[config.mk]
export PLATFORM = sky130hd
export DESIGN_NAME = axis2hs
export DESIGN_NICKNAME = d
export VERILOG_FILES = /design/src/rtl/axis2hs_pkg.sv /design/src/rtl/axis2hs_skid.sv /design/src/rtl/axis2hs.sv
export SDC_FILE = /design/constraint.sdc
export NUM_CORES = 1
export LEC_CHECK = 0
export CORE_ASPECT_RATIO = 1.2
export CORE_MARGIN = 2
export CORE_UTILIZATION = 40
export DETAILED_ROUTE_END_ITERATION = 10
export SYNTH_ARGS = -nofsm -noshare
export SYNTH_HDL_FRONTEND = slang
export SYNTH_SLANG_ARGS = --single-unit
[constraint.sdc]
create_clock -name clock -period 3.7 [get_ports clock]
set_clock_uncertainty 0.2 [all_clocks]
set_input_delay 0.74 -clock clock [delete_from_list [all_inputs] [get_ports clock]]
set_output_delay 0.74 -clock clock [all_outputs]
set_load 0.02 [all_outputs]
[src/rtl/axis2hs_pkg.sv]
// Shared pool-stream definitions: FSM state encoding and default widths
// used by axis2hs and hs2axis.
package axis2hs_pkg;

  localparam int unsigned DEF_DATA_W = 32;
  localparam int unsigned DEF_LEN_W  = 16;
  localparam int unsigned SKID_DEPTH = 2;

  typedef enum logic [1:0] {
    IDLE  = 2'd0,
    RUN   = 2'd1,
    DRAIN = 2'd2
  } ps_state_t;

endpackage

[src/rtl/axis2hs_skid.sv]
// Two-entry skid buffer between the AXIS slave and the FIFO write port.
// The caller guarantees no push when full and no pop when empty.
module axis2hs_skid
  import axis2hs_pkg::*;
#(
  parameter int unsigned DATA_W = DEF_DATA_W
) (
  input  logic              clock,
  input  logic              reset,
  input  logic              push,
  input  logic [DATA_W-1:0] push_data,
  input  logic              pop,
  output logic [DATA_W-1:0] head,
  output logic [1:0]        count
);

  logic [DATA_W-1:0] mem [SKID_DEPTH];
  logic              wr_ptr;
  logic              rd_ptr;

  always_ff @(posedge clock or negedge reset) begin
    if (!reset) begin
      for (int unsigned i = 0; i < SKID_DEPTH; i++) mem[i] <= '0;
      wr_ptr <= 1'b0;
      rd_ptr <= 1'b0;
      count  <= '0;
    end else begin
      if (push) begin
        mem[wr_ptr] <= push_data;
        wr_ptr      <= ~wr_ptr;
      end
      if (pop) rd_ptr <= ~rd_ptr;
      count <= count + {1'b0, push} - {1'b0, pop};
    end
  end

  assign head = mem[rd_ptr];

endmodule

[src/rtl/axis2hs.sv]
// AXI4-Stream slave to ap_ctrl_hs FIFO writer: moves one frame of
// frame_len words per ap_start, flagging TLAST disagreements.
module axis2hs
  import axis2hs_pkg::*;
#(
  parameter int unsigned DATA_W = DEF_DATA_W,
  parameter int unsigned LEN_W  = DEF_LEN_W
) (
  input  logic              clock,
  input  logic              reset,
  input  logic              ap_start,
  output logic              ap_done,
  output logic              ap_idle,
  output logic              ap_ready,
  input  logic [LEN_W-1:0]  frame_len,
  input  logic [DATA_W-1:0] in_TDATA,
  input  logic              in_TVALID,
  input  logic              in_TLAST,
  output logic              in_TREADY,
  output logic [DATA_W-1:0] out_V_V_din,
  output logic              out_V_V_write,
  input  logic              out_V_V_full_n,
  output logic [1:0]        tlast_err
);

  localparam logic [LEN_W-1:0] LEN_ONE = LEN_W'(1);

  ps_state_t        state, state_nxt;
  logic [LEN_W-1:0] len_q;
  logic [LEN_W-1:0] cnt_q;
  logic             tready_q;
  logic [1:0]       fill, fill_nxt;
  logic             accept, wr, last_by_count, frame_end;

  assign accept        = in_TVALID && tready_q;
  assign wr            = (fill != 2'd0) && out_V_V_full_n;
  // cnt_q stops at len_q, so the compare never needs an extra bit
  assign last_by_count = (cnt_q == (len_q - LEN_ONE));
  assign frame_end     = accept && (in_TLAST || last_by_count);
  assign fill_nxt      = fill + {1'b0, accept} - {1'b0, wr};

  axis2hs_skid #(.DATA_W(DATA_W)) u_skid (
    .clock     (clock),
    .reset     (reset),
    .push      (accept),
    .push_data (in_TDATA),
    .pop       (wr),
    .head      (out_V_V_din),
    .count     (fill)
  );

  always_comb begin
    state_nxt = state;
    ap_done   = 1'b0;
    ap_ready  = 1'b0;
    ap_idle   = 1'b0;
    unique case (state)
      IDLE: begin
        ap_idle = 1'b1;
        if (ap_start) state_nxt = RUN;
      end
      RUN: begin
        if (frame_end) state_nxt = DRAIN;
      end
      DRAIN: begin
        if (fill_nxt == 2'd0) begin
          state_nxt = IDLE;
          ap_done   = 1'b1;
          ap_ready  = 1'b1;
        end
      end
      default: state_nxt = IDLE;
    endcase
  end

  always_ff @(posedge clock or negedge reset) begin
    if (!reset) begin
      state     <= IDLE;
      len_q     <= '0;
      cnt_q     <= '0;
      tready_q  <= 1'b0;
      tlast_err <= '0;
    end else begin
      state <= state_nxt;
      // Registered ready looks ahead at next occupancy so a push never overflows
      tready_q <= (state_nxt == RUN) && (fill_nxt < 2'd2);
      if (state == IDLE && ap_start) begin
        len_q     <= (frame_len == '0) ? LEN_ONE : frame_len;
        cnt_q     <= '0;
        tlast_err <= '0;
      end else if (state == RUN && accept) begin
        cnt_q <= cnt_q + LEN_ONE;
        if (in_TLAST && !last_by_count) tlast_err[0] <= 1'b1;
        if (!in_TLAST && last_by_count) tlast_err[1] <= 1'b1;
      end
    end
  end

  assign in_TREADY     = tready_q;
  assign out_V_V_write = wr;

endmodule

==> results.tsv, run 1 <==
stage	metric	value	unit
outcome	outcome	finished clean	
clock_network	clock slew at reported path FFs	70	ps
timing	worst setup margin	76.3	ps
floorplan	IO Pins	93	
detailed_routing	vias	3518	
logic_synthesis	Post-synth EDFFs	0	
timing	Final Setup Violations	0	
timing	Period Utilization, post-route	0.979	
logic_synthesis	Synth Area in Compound Gates	0.0377	
pwr	Pwr per Cell Area	868	mW/mm^2
worst_setup_path	Worst setup SP type	primary input	
global_routing	first-pass GRT wire length	18000	um
detailed_routing	Post-Route WL	10800	um
worst_setup_path	Data arrival, critical path	2680	ps
clock_network	maximum clock path buffer count	2	
floorplan	Rows	45	
floorplan	chip height	127	um
job	max_cap viols	0	
cells_and_area	final net count	588	
logic_synthesis	FFs w/ async S/R, synth	1.00	
clock_network	CTS Sinks	105	
logic_synthesis	predominant post-synthesis flop cell	dfrtp_1	
cells_and_area	share of layout cells above drive strength 1	0.245	
cells_and_area	area delta synth->final	28.5	%
logic_synthesis	Synth Area in XOR/XNOR	0.0655	
logic_synthesis	sequential cell area fraction in the yosys report	0.517	
global_routing	largest net degree at the start of global routing	52	
floorplan	core area	0.0126	mm^2
logic_synthesis	syn avg cell area	11.6	um^2
logic_synthesis	Yosys warning total	0	
timing	actual slew at the worst max-slew pin	686	ps
clock_network	CTS tree	built	
timing	RSZ-0062 raised after global routing	true	
pwr	Peak VDD IR	0.414	mV
floorplan	die footprint	0.0136	mm^2
placement	DP Worst Slack	-242	ps
pwr	leak pwr	2.79	nW
worst_setup_path	CP required	2760	ps
clock_network	CTS Root Cell	clkbuf_16	
detailed_routing	Detailed Routing Iterations Pass 1	4	
clock_network	Post-CTS Setup Repair Bufs	0	
logic_synthesis	Post-Synthesis Cells	438	
clock_network	H-tree depth	3	
worst_setup_path	nature of the critical path endpoint	output pin	
cells_and_area	diode count	0	
placement	IO buf count	92	
logic_synthesis	cell area after synthesis	0.00508	mm^2
worst_setup_path	crit-path max FO	2	
global_routing	initial antenna violation count	0	
timing	Slew HR	0.543	
hold_path	worst min-delay path class	primary input to async pin	
detailed_routing	DR WL/cell	15.4	um
cells_and_area	Core Util, Final	0.520	
clock_network	Clock Latency Late Sink	350	ps
timing	fmax	276	MHz
floorplan	DIE WIDTH	107	um
timing	post-layout min period	3620	ps
clock_network	cts bufs inserted	9	
logic_synthesis	synthesized-area fraction occupied by adder cells	0.00985	
global_routing	GRT Util Overall	0.165	
logic_synthesis	post-synthesis mux area share	0.219	
detailed_routing	residual DRC count	0	
timing	Pins Over Slew Limit	0	
placement	Final GP Congestion	0.834	
logic_synthesis	number of distinct library cells after synthesis	45	
worst_setup_path	Setup CP Type	primary input to output pin	
detailed_routing	drt initial violations	134	
placement	HPWL reported at the end of detailed placement	7670	um
logic_synthesis	Synth Register Bits	105	
detailed_routing	antenna-violating nets left	0	
detailed_routing	vias per cell	5.03	
floorplan	Initial Utilization	0.405	
logic_synthesis	largest family of logic cells by synthesized area	multiplexers	
global_routing	global-route congestion overflow total	0	
global_routing	vias in the first global route	3686	
logic_synthesis	Post-Syn Nets	496	
logic_synthesis	Synth Area in Simple Gates	0.127	
timing	Hold Violations, Final	0	
-- cell type report --
type | instances | area, um^2
Clock buffer | 9 | 225
Timing Repair Buffer | 105 | 1030
Fill cell | 1116 | 6030
Tap cell | 164 | 205
Multi-Input combinational cell | 303 | 2330
Sequential cell | 105 | 2630
Clock inverter | 7 | 92.6
Inverter | 6 | 22.5
-- registers in the layout (all words and copies together), names as in the netlist --
signal,cells
cnt_q,16
in_TREADY,1
len_q,16
state,2
tlast_err,2
u_skid.count,2
u_skid.mem,64
u_skid.rd_ptr,1
u_skid.wr_ptr,1
-- synth_stat cells (all sizes together) (4+ instances only) --
master,instances,share of area
nor4,9,0.014
dfrtp,105,0.52
o21ai,7,0.0069
nor2,28,0.021
xnor2,21,0.036
buf,6,0.0066
xor2,17,0.029
nor3,7,0.0069
clkbuf,18,0.014
nand4,6,0.0074
a21oi,6,0.0066
nand3,9,0.0089
mux2,96,0.21
ha,4,0.0099
nand2,59,0.044
inv,6,0.0044
-- worst paths after layout --
| kind | start | end | slack, ps | cells past startpoint |
|---|---|---|---|---|
| setup / recovery | out_V_V_full_n | ap_done | 80 | 9 |
| hold / removal | reset | len_q[14] | 220 | 1 |
| min in group clock | u_skid.wr_ptr | u_skid.wr_ptr | 300 | 2 |
| setup reg to reg | len_q[0] | in_TREADY | 650 | 9 |
| hold reg to reg | u_skid.wr_ptr | u_skid.wr_ptr | 300 | 2 |
| max in group asynchronous | reset | len_q[4] | 2180 | 2 |
-- stage by stage --
step	TNS, ps	power [W]	hold WS, ps	std cells	cell area, um^2
after global routing	-2.09	0.00604	264	699	6530
final	0	0.00567	221	699	6530
after detailed placement	-485	0.00471	277	683	6210
after global placement	-281	0.00463	278	683	6210
after CTS	0	0.00575	256	699	6530
after floorplan	0	0.00369	244	438	5080
-- placed cells by master, fill, tap and decap left out, drive strengths merged, types with 2 or more instances in the layout --
cell type      instances
dfrtp                105
a31oi                  3
and3                   2
mux2                  96
dlygate4sd2            2
clkbuf                 9
nor2                  28
xnor2                 21
clkdlybuf4s50         89
nand2                 59
nand2b                 2
mux2i                  3
clkinv                 2
ha                     4
nor4                   9
or3                    2
nand4                  6
buf                   14
nor3                   7
a21oi                  6
a211oi                 3
nand3                  9
o21ai                  7
inv                   10
xor2                  17
nor4b                  2
nand3b                 2
-- power by group --
part           internal [W]  switching (W)
registers           0.00165       0.000332
logic               0.00145        0.00123
clock network      0.000544       0.000461
total               0.00365        0.00202
-- worst max-delay path, cell delays in order --
cell and delay, ps:
clkdlybuf4s50_1 410, o21a_1 130, ha_1 280, inv_1 50, ha_1 180, xnor2_1 200, xnor2_1 130, nor3_1 210
dlygate4sd2_1 360
-- layer usage --
layer  track usage  wire length, um  vias to the layer above  share of wire
li1              -                -                     1706              -
met2         0.286             5380                       65           0.50
met3        0.0199              366                       11          0.034
met1         0.210             4890                     1736           0.45
met5             0                0                        -              0
met4        0.0611              165                        0          0.015
-- kinds of logic after synthesis --
logic type,count (synthesis)
AOI/OAI and AO/OA,28
and+or+nand+nor,134
buffers and inverters,30
muxes,99
DFF,105
adders and majority gates,4
xor gates and xnor gates,38
-- timing repair --
action | 4_1_cts | 5_1_grt
hold buffers | 0 | 0
setup endpoints to repair | 2 | 2
gates resized for setup | 2 | 0
Power figures use the tool's default switching activity.
==> run 2: changes to the inputs <==
Settings changed: ABC_CLOCK_PERIOD_IN_PS from default to 3700, CORE_UTILIZATION 40 to 35.
==> run 2 against run 1 <==
Effect of this change:
- die area increased by 14%
- cell count rose by 1.0%
- global-route usage down 1.6 points
- critical path type unchanged
- routed wire length increased by 0.33%
- largest cell class unchanged
- total power shrank 0.65%
- critical path depth did not move
- flip-flop and latch count unchanged
- critical endpoint is now ap_ready
==> results.tsv, run 2 (synthesized netlist as in run 1, its figures left out) <==
stage	metric	value	unit
outcome	outcome	finished clean	
detailed_routing	vias	3521	
clock_network	CTS tree	built	
placement	DP Area	0.00620	mm^2
worst_setup_path	crit-path max FO	2	
cells_and_area	final net count	584	
global_routing	first-pass GRT wire length	18300	um
placement	HPWL reported at the end of detailed placement	7640	um
global_routing	vias in the first global route	3837	
clock_network	H-tree depth	3	
clock_network	Clock Latency Late Sink	350	ps
detailed_routing	vias per cell	4.99	
timing	RSZ-0062 raised after global routing	false	
cells_and_area	biggest regs	u_skid.mem (64), cnt_q (16), len_q (16)	
clock_network	clock slew at reported path FFs	70	ps
cells_and_area	fillers	1333	
cells_and_area	most frequent cells in the layout	dfrtp_1 (105), mux2_2 (96), clkdlybuf4s50_1 (89)	
pwr	Pwr per Cell Area	865	mW/mm^2
timing	Pins Over Slew Limit	0	
cells_and_area	area delta synth->final	28.1	%
timing	Slew HR	0.565	
floorplan	chip height	136	um
clock_network	Post-CTS Setup Repair Bufs	0	
detailed_routing	residual DRC count	0	
cells_and_area	Reg with most FFs	u_skid.mem	
floorplan	core area	0.0143	mm^2
cells_and_area	max reg flops	64	
placement	Final GP Congestion	0.851	
cells_and_area	post-route insts no fill	706	
cells_and_area	share of layout cells above drive strength 1	0.239	
cells_and_area	diode count	0	
floorplan	die footprint	0.0155	mm^2
worst_setup_path	Worst setup SP type	primary input	
clock_network	cts bufs inserted	9	
global_routing	largest net degree at the start of global routing	57	
timing	Final Setup Violations	0	
floorplan	Initial Utilization	0.355	
timing	actual slew at the worst max-slew pin	653	ps
timing	worst setup margin	133	ps
worst_setup_path	CP required	2760	ps
placement	# placed instances	690	
worst_setup_path	Data arrival, critical path	2630	ps
pwr	Peak VDD IR	0.402	mV
worst_setup_path	Setup CP Type	primary input to output pin	
floorplan	Rows	48	
clock_network	CTS Sinks	105	
detailed_routing	Post-Route WL	10800	um
clock_network	maximum clock path buffer count	2	
pwr	leak pwr	2.77	nW
job	max_cap viols	0	
detailed_routing	Detailed Routing Iterations Pass 1	4	
floorplan	DIE WIDTH	114	um
timing	post-layout min period	3570	ps
pwr	Final Power	0.00563	W
cells_and_area	most common cell after layout, fill and taps aside	dfrtp_1	
timing	fmax	280	MHz
global_routing	initial antenna violation count	0	
timing	Hold Violations, Final	0	
hold_path	worst min-delay path class	primary input to async pin	
detailed_routing	antenna-violating nets left	0	
cells_and_area	finished layout cell area	0.00651	mm^2
floorplan	IO Pins	93	
placement	IO buf count	92	
worst_setup_path	nature of the critical path endpoint	output pin	
timing	Period Utilization, post-route	0.964	
global_routing	global-route congestion overflow total	0	
placement	DP Worst Slack	-175	ps
detailed_routing	DR WL/cell	15.3	um
detailed_routing	drt initial violations	131	
global_routing	GRT Util Overall	0.149	
clock_network	CTS Root Cell	clkbuf_16	
run 2: changes by cell type in the layout (fill, tap and decap cells not counted):
cell	previous run	this run
clkinv_2	0	1
clkinv_4	1	2
buf_4	13	9
inv_6	3	1
run 2: stage by stage:
| step | hold slack, ps | setup TNS, ps | util |
|---|---|---|---|
| 2_1_floorplan | 244 | 0 | - |
| 4_1_cts | 244 | 0 | 0.455 |
| 6_report | 212 | 0 | 0.455 |
| 3_3_place_gp | 281 | -224 | 0.433 |
| 3_5_place_dp | 288 | -345 | 0.433 |
| 5_1_grt | 268 | 0 | 0.455 |
run 2: critical path, stage by stage:
cell             delay, ps
clkdlybuf4s50_1        400
o21a_1                 130
ha_1                   290
inv_1                   40
ha_1                   190
xnor2_1                130
xnor2_1                140
nor3_1                 210
dlygate4sd2_1          360
run 2: final timing paths:
path | startpoint | endpoint | slack, ps | depth (start not counted)
worst max-delay path | out_V_V_full_n | ap_ready | 130 | 9
worst min-delay path | reset | len_q[15] | 210 | 1
worst max register to register | len_q[0] | in_TREADY | 620 | 9
worst min register to register | u_skid.mem[58] | u_skid.mem[58] | 300 | 1
max in group asynchronous | reset | u_skid.mem[62] | 2350 | 2
min in group clock | u_skid.mem[58] | u_skid.mem[58] | 300 | 1
run 2: power breakdown:
part / internal (W) / switching, W / total, W
Clock: 0.000539 / 0.000453 / 0.000993
Sequential: 0.00165 / 0.000347 / 0.00199
Combinational: 0.00143 / 0.00122 / 0.00264
Total: 0.00361 / 0.00202 / 0.00563
run 2: final cells by class:
type,count,area (um^2),share of cell area
Tap cell,175,219,0.0336
Sequential cell,105,2630,0.404
Inverter,6,22.5,0.00346
Multi-Input combinational cell,303,2330,0.358
Clock inverter,7,88.8,0.0137
Clock buffer,9,225,0.0346
Timing Repair Buffer,101,996,0.153
run 2: timing repair:
item | in CTS | in global routing
hold buffers | 0 | 0
resized for setup | 2 | 0
setup endpoints to repair | 2 | 0
run 2: layer usage:
| layer | wire, um | part of all wire | vias up | GRT usage |
|---|---|---|---|---|
| met4 | 186 | 0.017 | 0 | 0.0508 |
| li1 | - | - | 1697 | - |
| met3 | 736 | 0.068 | 14 | 0.0584 |
| met1 | 4460 | 0.41 | 1740 | 0.172 |
| met5 | 0 | 0 | - | 0 |
| met2 | 5450 | 0.50 | 70 | 0.252 |
